===== src/rtl/ps2_pkg.sv =====
// ps2_pkg: shared constants and types for the PS/2 scan-code set 2 decoder.
//   - prefix bytes (E0 extended, F0 break, E1 pause)
//   - controller/status bytes that never represent a key
//   - main-row and keypad digit scan codes, indexed by digit value
//   - decoder FSM state enum
package ps2_pkg;

  localparam logic [7:0] SC_EXT   = 8'hE0;
  localparam logic [7:0] SC_BRK   = 8'hF0;
  localparam logic [7:0] SC_PAUSE = 8'hE1;

  localparam logic [7:0] SC_BAT_OK = 8'hAA;
  localparam logic [7:0] SC_ACK    = 8'hFA;
  localparam logic [7:0] SC_RESEND = 8'hFE;
  localparam logic [7:0] SC_ECHO   = 8'hEE;
  localparam logic [7:0] SC_OVR0   = 8'h00;
  localparam logic [7:0] SC_OVR1   = 8'hFF;

  // Bytes following E1 before the pause sequence is complete.
  localparam int unsigned PAUSE_SKIP = 7;

  localparam int unsigned N_DIGITS = 10;
  // Element [i] is the scan code of digit i.
  localparam logic [N_DIGITS-1:0][7:0] DIGIT_MAIN =
    {8'h46, 8'h3E, 8'h3D, 8'h36, 8'h2E, 8'h25, 8'h26, 8'h1E, 8'h16, 8'h45};
  localparam logic [N_DIGITS-1:0][7:0] DIGIT_PAD =
    {8'h7D, 8'h75, 8'h6C, 8'h74, 8'h73, 8'h6B, 8'h7A, 8'h72, 8'h69, 8'h70};

  typedef enum logic [2:0] {
    IDLE,
    EXT,
    BRK,
    EXT_BRK,
    PAUSE
  } ps2_state_e;

  function automatic logic is_prefix(input logic [7:0] code);
    return (code == SC_EXT) || (code == SC_BRK) || (code == SC_PAUSE);
  endfunction

  function automatic logic is_ignored(input logic [7:0] code);
    return (code == SC_BAT_OK) || (code == SC_ACK) || (code == SC_RESEND) ||
           (code == SC_ECHO)   || (code == SC_OVR0) || (code == SC_OVR1);
  endfunction

endpackage


===== src/rtl/ps2_digit_lut.sv =====
// ps2_digit_lut: combinational scan code -> digit value.
//   i_code    : scan code
//   i_ext     : code was E0-extended (extended keys never map to a digit)
//   o_digit_c : 0..9 for main-row / keypad digit keys, else 4'hF
module ps2_digit_lut
  import ps2_pkg::*;
(
  input  logic [7:0] i_code,
  input  logic       i_ext,
  output logic [3:0] o_digit_c
);

  always_comb begin
    o_digit_c = 4'hF;
    if (!i_ext) begin
      for (int unsigned i = 0; i < N_DIGITS; i++) begin
        if ((i_code == DIGIT_MAIN[i]) || (i_code == DIGIT_PAD[i])) begin
          o_digit_c = 4'(i);
        end
      end
    end
  end

endmodule


===== src/rtl/ps2_scancode_decoder.sv =====
// ps2_scancode_decoder: assembles PS/2 set-2 byte sequences (E0/F0/E1 prefixes)
// into single-cycle make/break events with an optional auto-repeat filter.
// Optional feature: define PS2_DECODER_TYPEMATIC_FILTER_EN to suppress repeated
// makes of the key currently held down.
// Ports:
//   CLOCK_50, resetn (sync, active low)
//   received_data[7:0], received_data_en : byte stream from the PS/2 receiver
//   key_code[7:0], key_ext, key_digit[3:0] : last emitted event (held)
//   key_make, key_break, seq_error        : one-cycle pulses
module ps2_scancode_decoder
  import ps2_pkg::*;
#(
  parameter int unsigned TIMEOUT_CYCLES = 250000
) (
  input  logic       CLOCK_50,
  input  logic       resetn,
  input  logic [7:0] received_data,
  input  logic       received_data_en,
  output logic [7:0] key_code,
  output logic       key_ext,
  output logic       key_make,
  output logic       key_break,
  output logic [3:0] key_digit,
  output logic       seq_error
);

  localparam int unsigned TO_W   = $clog2(TIMEOUT_CYCLES + 1);
  localparam int unsigned SKIP_W = 3;
  localparam logic [TO_W-1:0] TO_LIMIT = TO_W'(TIMEOUT_CYCLES);
  localparam logic [TO_W-1:0] TO_MAX   = '1;

  ps2_state_e        r_state;
  logic [TO_W-1:0]   r_to_cnt;
  logic [SKIP_W-1:0] r_skip_cnt;
  logic [7:0]        r_key_code;
  logic              r_key_ext;
  logic [3:0]        r_key_digit;
  logic              r_key_make;
  logic              r_key_break;
  logic              r_seq_error;

  logic       w_prefix;
  logic       w_ignored;
  logic       w_ev_ext;
  logic [7:0] w_ev_code;
  logic [3:0] w_ev_digit;
  logic       w_pause_done;
  logic       w_make_req;
  logic       w_make_fire;
  logic       w_break_req;
  logic       w_bad_prefix;

  assign w_prefix  = is_prefix(received_data);
  assign w_ignored = is_ignored(received_data);

  // Event payload: a completed pause sequence always reports E1.
  assign w_ev_ext     = (r_state == EXT) || (r_state == EXT_BRK);
  assign w_ev_code    = (r_state == PAUSE) ? SC_PAUSE : received_data;
  assign w_pause_done = (r_state == PAUSE) && (r_skip_cnt == SKIP_W'(1));

  assign w_make_req = received_data_en &&
                      (((r_state == IDLE) && !w_prefix && !w_ignored) ||
                       ((r_state == EXT) && !w_prefix) || w_pause_done);
  assign w_break_req = received_data_en && !w_prefix &&
                       ((r_state == BRK) || (r_state == EXT_BRK));
  // Any prefix mid-sequence except the legal E0 F0 pair.
  assign w_bad_prefix = received_data_en && w_prefix &&
                        ((r_state == BRK) || (r_state == EXT_BRK) ||
                         ((r_state == EXT) && (received_data != SC_BRK)));

`ifdef PS2_DECODER_TYPEMATIC_FILTER_EN
  logic [7:0] r_held_code;
  logic       r_held_ext;
  logic       r_held_valid;
  logic       w_held_match;

  assign w_held_match = r_held_valid && (r_held_code == w_ev_code) && (r_held_ext == w_ev_ext);
  assign w_make_fire  = w_make_req && !w_held_match;

  // Held-key register: loaded by each emitted make, cleared by its own break.
  always_ff @(posedge CLOCK_50) begin
    if (!resetn) begin
      r_held_code  <= 8'h00;
      r_held_ext   <= 1'b0;
      r_held_valid <= 1'b0;
    end else if (w_make_fire) begin
      r_held_code  <= w_ev_code;
      r_held_ext   <= w_ev_ext;
      r_held_valid <= 1'b1;
    end else if (w_break_req && w_held_match) begin
      r_held_valid <= 1'b0;
    end
  end
`else
  assign w_make_fire = w_make_req;
`endif

  ps2_digit_lut u_digit_lut (
    .i_code    (w_ev_code),
    .i_ext     (w_ev_ext),
    .o_digit_c (w_ev_digit)
  );

  // Decoder FSM with timeout and registered event outputs.
  always_ff @(posedge CLOCK_50) begin
    if (!resetn) begin
      r_state     <= IDLE;
      r_to_cnt    <= '0;
      r_skip_cnt  <= '0;
      r_key_code  <= 8'h00;
      r_key_ext   <= 1'b0;
      r_key_digit <= 4'hF;
      r_key_make  <= 1'b0;
      r_key_break <= 1'b0;
      r_seq_error <= 1'b0;
    end else begin
      r_key_make  <= w_make_fire;
      r_key_break <= w_break_req;
      r_seq_error <= w_bad_prefix;

      if (w_make_fire || w_break_req) begin
        r_key_code  <= w_ev_code;
        r_key_ext   <= w_ev_ext;
        r_key_digit <= w_ev_digit;
      end

      if (received_data_en) begin
        r_to_cnt <= '0;
        if (r_state == PAUSE) begin
          if (w_pause_done) begin
            r_state    <= IDLE;
            r_skip_cnt <= '0;
          end else begin
            r_skip_cnt <= r_skip_cnt - 1'b1;
          end
        end else if ((r_state == EXT) && (received_data == SC_BRK)) begin
          r_state <= EXT_BRK;
        end else if (w_prefix) begin
          // Start (or restart) a sequence from this prefix.
          if (received_data == SC_EXT) begin
            r_state <= EXT;
          end else if (received_data == SC_BRK) begin
            r_state <= BRK;
          end else begin
            r_state    <= PAUSE;
            r_skip_cnt <= SKIP_W'(PAUSE_SKIP);
          end
        end else begin
          r_state <= IDLE;
        end
      end else if (r_state != IDLE) begin
        if (r_to_cnt == TO_LIMIT) begin
          r_state     <= IDLE;
          r_to_cnt    <= '0;
          r_skip_cnt  <= '0;
          r_seq_error <= 1'b1;
        end else if (r_to_cnt != TO_MAX) begin
          r_to_cnt <= r_to_cnt + 1'b1;
        end
      end
    end
  end

  assign key_code  = r_key_code;
  assign key_ext   = r_key_ext;
  assign key_digit = r_key_digit;
  assign key_make  = r_key_make;
  assign key_break = r_key_break;
  assign seq_error = r_seq_error;

endmodule

===== config.mk =====
export PLATFORM = sky130hd
export DESIGN_NAME = ps2_scancode_decoder
export DESIGN_NICKNAME = d
export VERILOG_FILES = /design/src/rtl/ps2_pkg.sv /design/src/rtl/ps2_digit_lut.sv /design/src/rtl/ps2_scancode_decoder.sv
export SDC_FILE = /design/constraint.sdc
export NUM_CORES = 1
export LEC_CHECK = 0
export BUFFER_PORTS_ARGS = -buffer_cell sky130_fd_sc_hd__buf_4
export CAP_MARGIN = 20
export CORE_ASPECT_RATIO = 1.2
export CORE_MARGIN = 8
export CORE_UTILIZATION = 35
export DETAILED_ROUTE_END_ITERATION = 12
export HOLD_SLACK_MARGIN = 0.05
export MAX_ROUTING_LAYER = met4
export PLACE_DENSITY = 0.55
export SETUP_SLACK_MARGIN = 0.15
export SYNTH_ARGS = -nofsm -noshare
export SYNTH_HDL_FRONTEND = slang
export SYNTH_HIERARCHICAL = 1
export SYNTH_SLANG_ARGS = --single-unit

===== constraint.sdc =====
create_clock -name CLOCK_50 -period 2.9 [get_ports CLOCK_50]
set_clock_uncertainty 0.15 [all_clocks]
set_input_delay 0.58 -clock CLOCK_50 [delete_from_list [all_inputs] [get_ports CLOCK_50]]
set_output_delay 0.58 -clock CLOCK_50 [all_outputs]
set_load 0.02 [all_outputs]

==> results of run 1 <==
## worst max-delay path by stage
stage | from | depth (start not counted) | to
finish | r_state[2] | 9 | key_digit[3]
global route | r_state[1] | 11 | key_digit[3]
CTS | r_state[1] | 10 | key_digit[3]
detailed placement | received_data[7] | 8 | key_digit[3]
global placement | received_data[5] | 8 | key_digit[3]
floorplan | r_state[0] | 12 | key_digit[3]
## worst max-delay path: stages (launching register included)
cell and delay [ns]:
sky130_fd_sc_hd__dfxtp_1 0.32, sky130_fd_sc_hd__nor3b_4 0.16, sky130_fd_sc_hd__buf_4 0.15, sky130_fd_sc_hd__or2_2 0.36
sky130_fd_sc_hd__or4b_1 0.59, sky130_fd_sc_hd__o311ai_4 0.32, sky130_fd_sc_hd__a311o_1 0.15, sky130_fd_sc_hd__o311ai_1 0.10
sky130_fd_sc_hd__nand4_1 0.09, sky130_fd_sc_hd__o211ai_1 0.09
## power by group through the flow
stage / sequential, mW / clock (mW) / combinational [mW]
floorplan: 0.593 / 0 / 0.0958
global placement: 0.580 / 0 / 0.160
detailed placement: 0.581 / 0 / 0.161
CTS: 0.568 / 0.420 / 0.161
global route: 0.569 / 0.440 / 0.176
finish: 0.567 / 0.405 / 0.162
## layout by cell type (no fill, tap or decap), types with 4 or more instances in the layout
cell type	count
sky130_fd_sc_hd__clkbuf_8	6
sky130_fd_sc_hd__nand4_1	15
sky130_fd_sc_hd__a21oi_1	8
sky130_fd_sc_hd__nor2b_1	10
sky130_fd_sc_hd__ha_1	4
sky130_fd_sc_hd__nor2_1	30
sky130_fd_sc_hd__nor4_1	5
sky130_fd_sc_hd__o21ai_0	9
sky130_fd_sc_hd__nor3_1	12
sky130_fd_sc_hd__xor2_1	7
sky130_fd_sc_hd__a31oi_1	5
sky130_fd_sc_hd__dfxtp_1	40
sky130_fd_sc_hd__o22ai_1	4
sky130_fd_sc_hd__buf_4	39
sky130_fd_sc_hd__and3_1	7
sky130_fd_sc_hd__and4_1	4
sky130_fd_sc_hd__nand2_1	37
sky130_fd_sc_hd__inv_1	14
sky130_fd_sc_hd__mux2i_1	8
sky130_fd_sc_hd__nand3b_1	5
sky130_fd_sc_hd__xnor2_1	6
sky130_fd_sc_hd__nand3_1	16
sky130_fd_sc_hd__o211ai_1	6
## final cells by class
| class | count | area [µm²] | share of cell area (%) |
|---|---|---|---|
| Timing Repair Buffer | 39 | 292.8 | 9.528 |
| Inverter | 14 | 52.55 | 1.710 |
| Clock buffer | 6 | 82.58 | 2.687 |
| Multi-Input combinational cell | 264 | 1715 | 55.82 |
| Clock inverter | 2 | 13.76 | 0.4479 |
| Tap cell | 92 | 115.1 | 3.746 |
| Sequential cell | 40 | 800.8 | 26.06 |
## through the flow
stage	util (%)	area [µm²]	total power, mW	worst slack, ns	instances
5_1_grt	40.33	3073	1.186	0.1248	457
6_report	40.33	3073	1.134	0.2865	457
2_1_floorplan	-	2710	0.6892	0.2865	339
3_3_place_gp	38.72	2950	0.7408	0.1813	448
4_1_cts	40.07	3053	1.149	0.2199	456
3_5_place_dp	38.72	2950	0.7416	0.1745	448
## metal layers
metal / part of all wire, % / up-vias
met1: 46 / 1189
met4: 2.0 / 0
li1: - / 1284
met2: 49 / 53
met5: 0 / -
met3: 2.9 / 13
## Yosys cell counts (4+ instances only)
cell                       number  area share [%]
sky130_fd_sc_hd__o22ai_1        4            0.92
sky130_fd_sc_hd__xnor2_1        6             1.9
sky130_fd_sc_hd__nand2_1       37             5.1
sky130_fd_sc_hd__ha_1           4             1.8
sky130_fd_sc_hd__a31oi_1        5             1.2
sky130_fd_sc_hd__dfxtp_1       40              30
sky130_fd_sc_hd__buf_6          7             2.9
sky130_fd_sc_hd__nand3b_1       5             1.4
sky130_fd_sc_hd__mux2i_1        8             3.0
sky130_fd_sc_hd__clkbuf_1       7            0.97
sky130_fd_sc_hd__a21oi_1        8             1.5
sky130_fd_sc_hd__nor3_1        12             2.2
sky130_fd_sc_hd__o211ai_1       6             1.7
sky130_fd_sc_hd__xor2_1         7             2.3
sky130_fd_sc_hd__nand4_1       15             3.5
sky130_fd_sc_hd__and4_1         4             1.3
sky130_fd_sc_hd__nor2b_1       10             2.3
sky130_fd_sc_hd__o21ai_0        9             1.7
sky130_fd_sc_hd__nand3_1       16             3.0
sky130_fd_sc_hd__inv_1         14             1.9
sky130_fd_sc_hd__and3_1         7             1.6
sky130_fd_sc_hd__nor4_1         5             1.2
sky130_fd_sc_hd__nor2_1        31             4.3
## sequential cells by signal, indices dropped and copies added (netlist names)
name	count
seq_error	1
r_state	3
r_to_cnt	18
r_skip_cnt	3
key_break	1
key_digit	4
key_code	8
key_make	1
key_ext	1
## kinds of logic (layout without fill, tap and decap cells)
group,Yosys count,count (layout),share of synthesized area (%)
fa+ha+maj,4,4,1.847
compound gates,63,63,16.76
flops,40,40,29.55
mux,8,8,2.955
xor+xnor,13,13,4.201
buf+inv,35,61,7.849
simple gates,176,176,36.84
## repair_timing
action	in CTS	in global routing
gates resized for setup	1	2
hold endpoints to repair	0	0
gates cloned	0	0
buffers inserted	0	1
pin swaps	0	1
endpoints found under the setup margin	1	4
==> insert_results.sql, run 1 <==
INSERT INTO impl_metrics (metric_group, metric, value, unit) VALUES
('detailed_routing', 'drt_pre_antenna_iters', '4', ''),
('global_route', 'grt_remaining_overflow', '0', ''),
('clock_tree', 'htreeDepth', '2', ''),
('flow_run', 'maxCapViolations', '0', ''),
('clock_tree', 'cts-root-to-sink-buffers', '2', ''),
('sta', 'report.final.slew_viol_count', '0', ''),
('worst_hold_path', 'hold_path.startpoint', 'key_code[5]', ''),
('critical_path', 'setup.worst_path.class', 'reg2reg', ''),
('synth', 'synth.yosys.warnings', '6', ''),
('finish', 'finish.net_count', '379', ''),
('synth', 'synth_seq_cells', '40', ''),
('finish', 'syn_to_final_growth', '13.39', '%'),
('finish', 'n_fill_cell', '822', ''),
('floorplan', 'initial_core_util', '35.57', '%'),
('critical_path', 'timing.reg2reg.setup_slack', '0.29', 'ns'),
('sta', 'final_min_period_over_clock_period', '90.12', '%'),
('global_route', 'grt_most_used_layer', 'met2', ''),
('floorplan', 'io_pins', '27', ''),
('finish', 'antenna_cells_inserted', '0', ''),
('synth', 'synth_seq_area_share', '29.55', '%'),
('sta', 'slew_at_the_pin_with_the_worst_max_slew_slack', '0.5156', 'ns'),
('synth', 'average_size_of_a_mapped_cell', '7.994', 'µm²'),
('global_route', 'grt_start_max_net_pins', '31', ''),
('global_route', 'grtUsageMet2', '21.39', '%'),
('detailed_routing', 'drt_drc_violations_left', '0', ''),
('place', 'port_buffers', '26', ''),
('global_route', 'grt_util_all_layers', '13.39', '%'),
('synth', 'synth.lib_cells_used.distinct', '67', ''),
('run_status', 'status', 'finished, final reports clean', ''),
('finish', 'drive_gt1_share', '18.08', '%'),
('detailed_routing', 'routed_via_density', '5.556', ''),
('global_route', 'first_global_vias', '2447', ''),
('global_route', 'grt_util_met3', '1.936', '%'),
('pwr', 'power.switching', '0.3135', 'mW'),
('synth', 'synthArstFlopShare', '0', '%'),
('pwr', 'netSwitchingFraction', '27.64', '%'),
('clock_tree', 'holdBufCountCts', '0', ''),
('critical_path', 'crit_path_start_kind', 'flip-flop', ''),
('detailed_routing', 'via_count', '2539', ''),
('synth', 'synth.cell_area', '2710', 'µm²'),
('clock_tree', 'tritoncts', 'built', ''),
('synth', 'synth-edff-count', '0', ''),
('clock_tree', 'clk_root_buffer_cell', 'sky130_fd_sc_hd__clkbuf_8', ''),
('floorplan', 'dieArea', '10830', 'µm²'),
('global_route', 'grt.met1_usage', '16.33', '%'),
('clock_tree', 'clkTransAtPathRegs', '0.08', 'ns'),
('detailed_routing', 'drt.antenna.violating_nets', '0', ''),
('pwr', 'power.share.sequential', '50.0', '%'),
('detailed_routing', 'first_iter_violations', '95', ''),
('detailed_routing', 'wl_per_cell', '14.62', 'µm'),
('synth', 'mappedNetlistNets', '354', ''),
('sta', 'grt_setup_unrepaired', 'true', ''),
('place', 'place.gp.congestion', '0.9423', ''),
('place', 'hpwlAfterDp', '4999', 'µm'),
('critical_path', 'required', '2.91', 'ns'),
('floorplan', 'fp.dieH', '112.4', 'µm'),
('sta', 'fmax', '0.3826', 'GHz'),
('clock_tree', 'numClockSinks', '40', ''),
('pwr', 'power-per-cell-area', '369.1', 'nW/µm²'),
('clock_tree', 'cts-buffers-inserted', '5', ''),
('pwr', 'static-leakage-power', '1.202', 'nW'),
('sta', 'hold_ws', '0.3065', 'ns'),
('critical_path', 'worst_r2r_path_depth', '9', ''),
('global_route', 'grt_pass1_wl', '11530', 'µm'),
('critical_path', 'cp.arrival', '2.62', 'ns'),
('sta', 'layout_min_cycle_time', '2.614', 'ns'),
('global_route', 'number_of_antenna_violations_at_the_first_check_in_global_routing', '0', ''),
('worst_hold_path', 'timing.hold.worst_endpoint', 'key_code[5]', ''),
('critical_path', 'critPathMaxFanout', '8', ''),
('floorplan', 'placementRows', '35', ''),
('pwr', 'vdd_drop_max', '181.7', 'µV');
(Power assumes the default switching activity.)
==> run 2: changes to the inputs <==
- RECOVER_POWER: unset -> 50
==> run 2 against run 1 <==
- die area is the same
- critical endpoint is now key_digit[1]
- flip-flop and latch count is the same
- fmax shrank 0.54%
- clock-buffer cell count is the same
- sequential power is essentially flat
- critical path depth is the same
- combinational power shrank 6%
- cell count is the same
- worst setup slack lost 0.014 ns
- largest power group unchanged
- design area shrank 2.6%
- total power shrank 1.0%
==> insert_results.sql, run 2 (synthesis gave the netlist of run 1 again) <==
INSERT INTO impl_metrics (metric_group, metric, value, unit) VALUES
('detailed_routing', 'drt.antenna.violating_nets', '0', ''),
('global_route', 'grt_start_max_net_pins', '31', ''),
('place', 'place.gp.congestion', '0.9423', ''),
('detailed_routing', 'drt-total-wl', '6672', 'µm'),
('critical_path', 'reg2reg_to', 'key_digit[1]', ''),
('floorplan', 'core-area', '7620', 'µm²'),
('flow_run', 'maxCapViolations', '0', ''),
('clock_tree', 'tritoncts', 'built', ''),
('critical_path', 'required', '2.91', 'ns'),
('critical_path', 'setup.worst_path.class', 'reg2reg', ''),
('finish', 'syn_to_final_growth', '10.39', '%'),
('clock_tree', 'htreeDepth', '2', ''),
('finish', 'antenna_cells_inserted', '0', ''),
('floorplan', 'initial_core_util', '35.57', '%'),
('pwr', 'clkPwrFrac', '36.0', '%'),
('pwr', 'vdd_drop_max', '181.5', 'µV'),
('clock_tree', 'numClockSinks', '40', ''),
('floorplan', 'io_pins', '27', ''),
('global_route', 'first_global_vias', '2447', ''),
('run_status', 'status', 'finished, final reports clean', ''),
('worst_hold_path', 'min-delay-path-class', 'reg2reg', ''),
('sta', 'tns', '0', 'ns'),
('place', 'hpwlAfterDp', '4999', 'µm'),
('sta', 'slew_at_the_pin_with_the_worst_max_slew_slack', '0.7031', 'ns'),
('detailed_routing', 'via_count', '2535', ''),
('critical_path', 'timing.reg2reg.setup_slack', '0.27', 'ns'),
('finish', 'registers.top_by_ff_count', 'r_to_cnt', ''),
('critical_path', 'worstSetupEndpointType', 'flip-flop', ''),
('finish', 'most-common-layout-cells', 'sky130_fd_sc_hd__dfxtp_1 (40), sky130_fd_sc_hd__nand2_1 (37), sky130_fd_sc_hd__nor2_1 (30)', ''),
('critical_path', 'cp.arrival', '2.64', 'ns'),
('worst_hold_path', 'timing.hold.worst_endpoint', 'key_code[5]', ''),
('sta', 'timing.slew.headroom', '53.13', '%'),
('place', 'port_buffers', '26', ''),
('detailed_routing', 'drt_drc_violations_left', '0', ''),
('critical_path', 'critPathMaxFanout', '8', ''),
('clock_tree', 'clkTransAtPathRegs', '0.08', 'ns'),
('pwr', 'totalPowerFinal', '1.123', 'mW'),
('finish', 'drive_gt1_share', '12.60', '%'),
('pwr', 'power-per-cell-area', '375.3', 'nW/µm²'),
('pwr', 'power.share.sequential', '50.5', '%'),
('worst_hold_path', 'hold_path.startpoint', 'key_code[5]', ''),
('sta', 'timing_hold_violations_final', '0', ''),
('detailed_routing', 'routed_via_density', '5.547', ''),
('pwr', 'netSwitchingFraction', '27.81', '%'),
('critical_path', 'worst_r2r_path_depth', '9', ''),
('floorplan', 'dieWidth', '96.33', 'µm'),
('detailed_routing', 'first_iter_violations', '90', ''),
('finish', 'finish.net_count', '379', ''),
('sta', 'fmax', '0.3805', 'GHz'),
('floorplan', 'fp.dieH', '112.4', 'µm'),
('sta', 'report.final.slew_viol_count', '0', ''),
('clock_tree', 'cts-buffers-inserted', '5', ''),
('global_route', 'grt_pass1_wl', '11530', 'µm'),
('sta', 'grt_setup_unrepaired', 'true', ''),
('floorplan', 'dieArea', '10830', 'µm²'),
('global_route', 'grt_util_all_layers', '13.39', '%'),
('pwr', 'p_int', '0.8105', 'mW'),
('pwr', 'power.switching', '0.3122', 'mW'),
('finish', 'layout_commonest_cell', 'sky130_fd_sc_hd__dfxtp_1', ''),
('sta', 'final_min_period_over_clock_period', '90.62', '%'),
('finish', 'largest_register_ff_count', '18', ''),
('pwr', 'static-leakage-power', '1.125', 'nW'),
('clock_tree', 'clk_root_buffer_cell', 'sky130_fd_sc_hd__clkbuf_8', ''),
('clock_tree', 'worst_skew_pair.late_latency', '0.30', 'ns'),
('global_route', 'number_of_antenna_violations_at_the_first_check_in_global_routing', '0', ''),
('detailed_routing', 'drt_pre_antenna_iters', '4', ''),
('finish', 'final_core_utilization', '39.26', '%'),
('detailed_routing', 'wl_per_cell', '14.60', 'µm'),
('critical_path', 'timing.rr.start', 'r_state[2]', ''),
('pwr', 'pwr-share-comb', '13.5', '%'),
('clock_tree', 'holdBufCountCts', '0', ''),
('global_route', 'grt_remaining_overflow', '0', ''),
('sta', 'finalSetupViolations', '0', ''),
('clock_tree', 'cts-root-to-sink-buffers', '2', ''),
('floorplan', 'placementRows', '35', ''),
('sta', 'layout_min_cycle_time', '2.628', 'ns'),
('worst_hold_path', 'whs_path_depth', '2', ''),
('critical_path', 'crit_path_start_kind', 'flip-flop', '');
## run 2: what timing repair did
item	in CTS	in global routing
pin swaps	0	1
gates resized for setup	1	2
buffers inserted	0	1
setup endpoints to repair	1	4
gates cloned	0	0
## run 2: worst max path at each step
stage	from	endpoint	depth (start not counted)
3_3_place_gp	received_data[5]	key_digit[3]	8
2_1_floorplan	r_state[0]	key_digit[3]	12
4_1_cts	r_state[1]	key_digit[3]	10
3_5_place_dp	received_data[7]	key_digit[3]	8
6_report	r_state[2]	key_digit[1]	9
5_1_grt	r_state[1]	key_digit[3]	11
## run 2: worst max-delay path, cell delays in order, from the launching register on
cell,delay (ns)
sky130_fd_sc_hd__dfxtp_1,0.32
sky130_fd_sc_hd__nor3b_4,0.16
sky130_fd_sc_hd__buf_4,0.15
sky130_fd_sc_hd__or2_2,0.35
sky130_fd_sc_hd__or4b_1,0.59
sky130_fd_sc_hd__o311ai_4,0.33
sky130_fd_sc_hd__a311oi_1,0.09
sky130_fd_sc_hd__a21o_1,0.19
sky130_fd_sc_hd__nand4_1,0.06
sky130_fd_sc_hd__o211ai_1,0.09
## run 2: routing by layer
metal / wire length, µm / track usage, % / vias up
li1: - / - / 1284
met1: 3061 / 16.33 / 1179
met2: 3266 / 21.39 / 59
met3: 210 / 1.936 / 13
met4: 135 / 5.466 / 0
met5: 0 / - / -
## run 2: layout make-up
cell class	instances	area [µm²]
Clock buffer	6	82.58
Clock inverter	2	13.76
Fill cell	839	4628
Inverter	14	52.55
Multi-Input combinational cell	264	1694
Sequential cell	40	800.8
Tap cell	92	115.1
Timing Repair Buffer	39	232.7
## run 2: power groups by stage
stage | clock (mW) | sequential (mW) | combinational (mW)
after global routing | 0.440 | 0.569 | 0.167
after detailed placement | 0 | 0.581 | 0.161
final | 0.404 | 0.567 | 0.152
after CTS | 0.420 | 0.568 | 0.161
after global placement | 0 | 0.580 | 0.160
after floorplan | 0 | 0.593 | 0.0958
## run 2: through the flow
step / instances / hold slack [ns] / area (µm²) / setup WS [ns]
2_1_floorplan: 339 / 0.3244 / 2710 / 0.2865
3_3_place_gp: 448 / 0.2964 / 2950 / 0.1813
3_5_place_dp: 448 / 0.3005 / 2950 / 0.1745
4_1_cts: 456 / 0.3132 / 3053 / 0.2199
5_1_grt: 457 / 0.3325 / 2992 / 0.1187
6_report: 457 / 0.3054 / 2992 / 0.2721
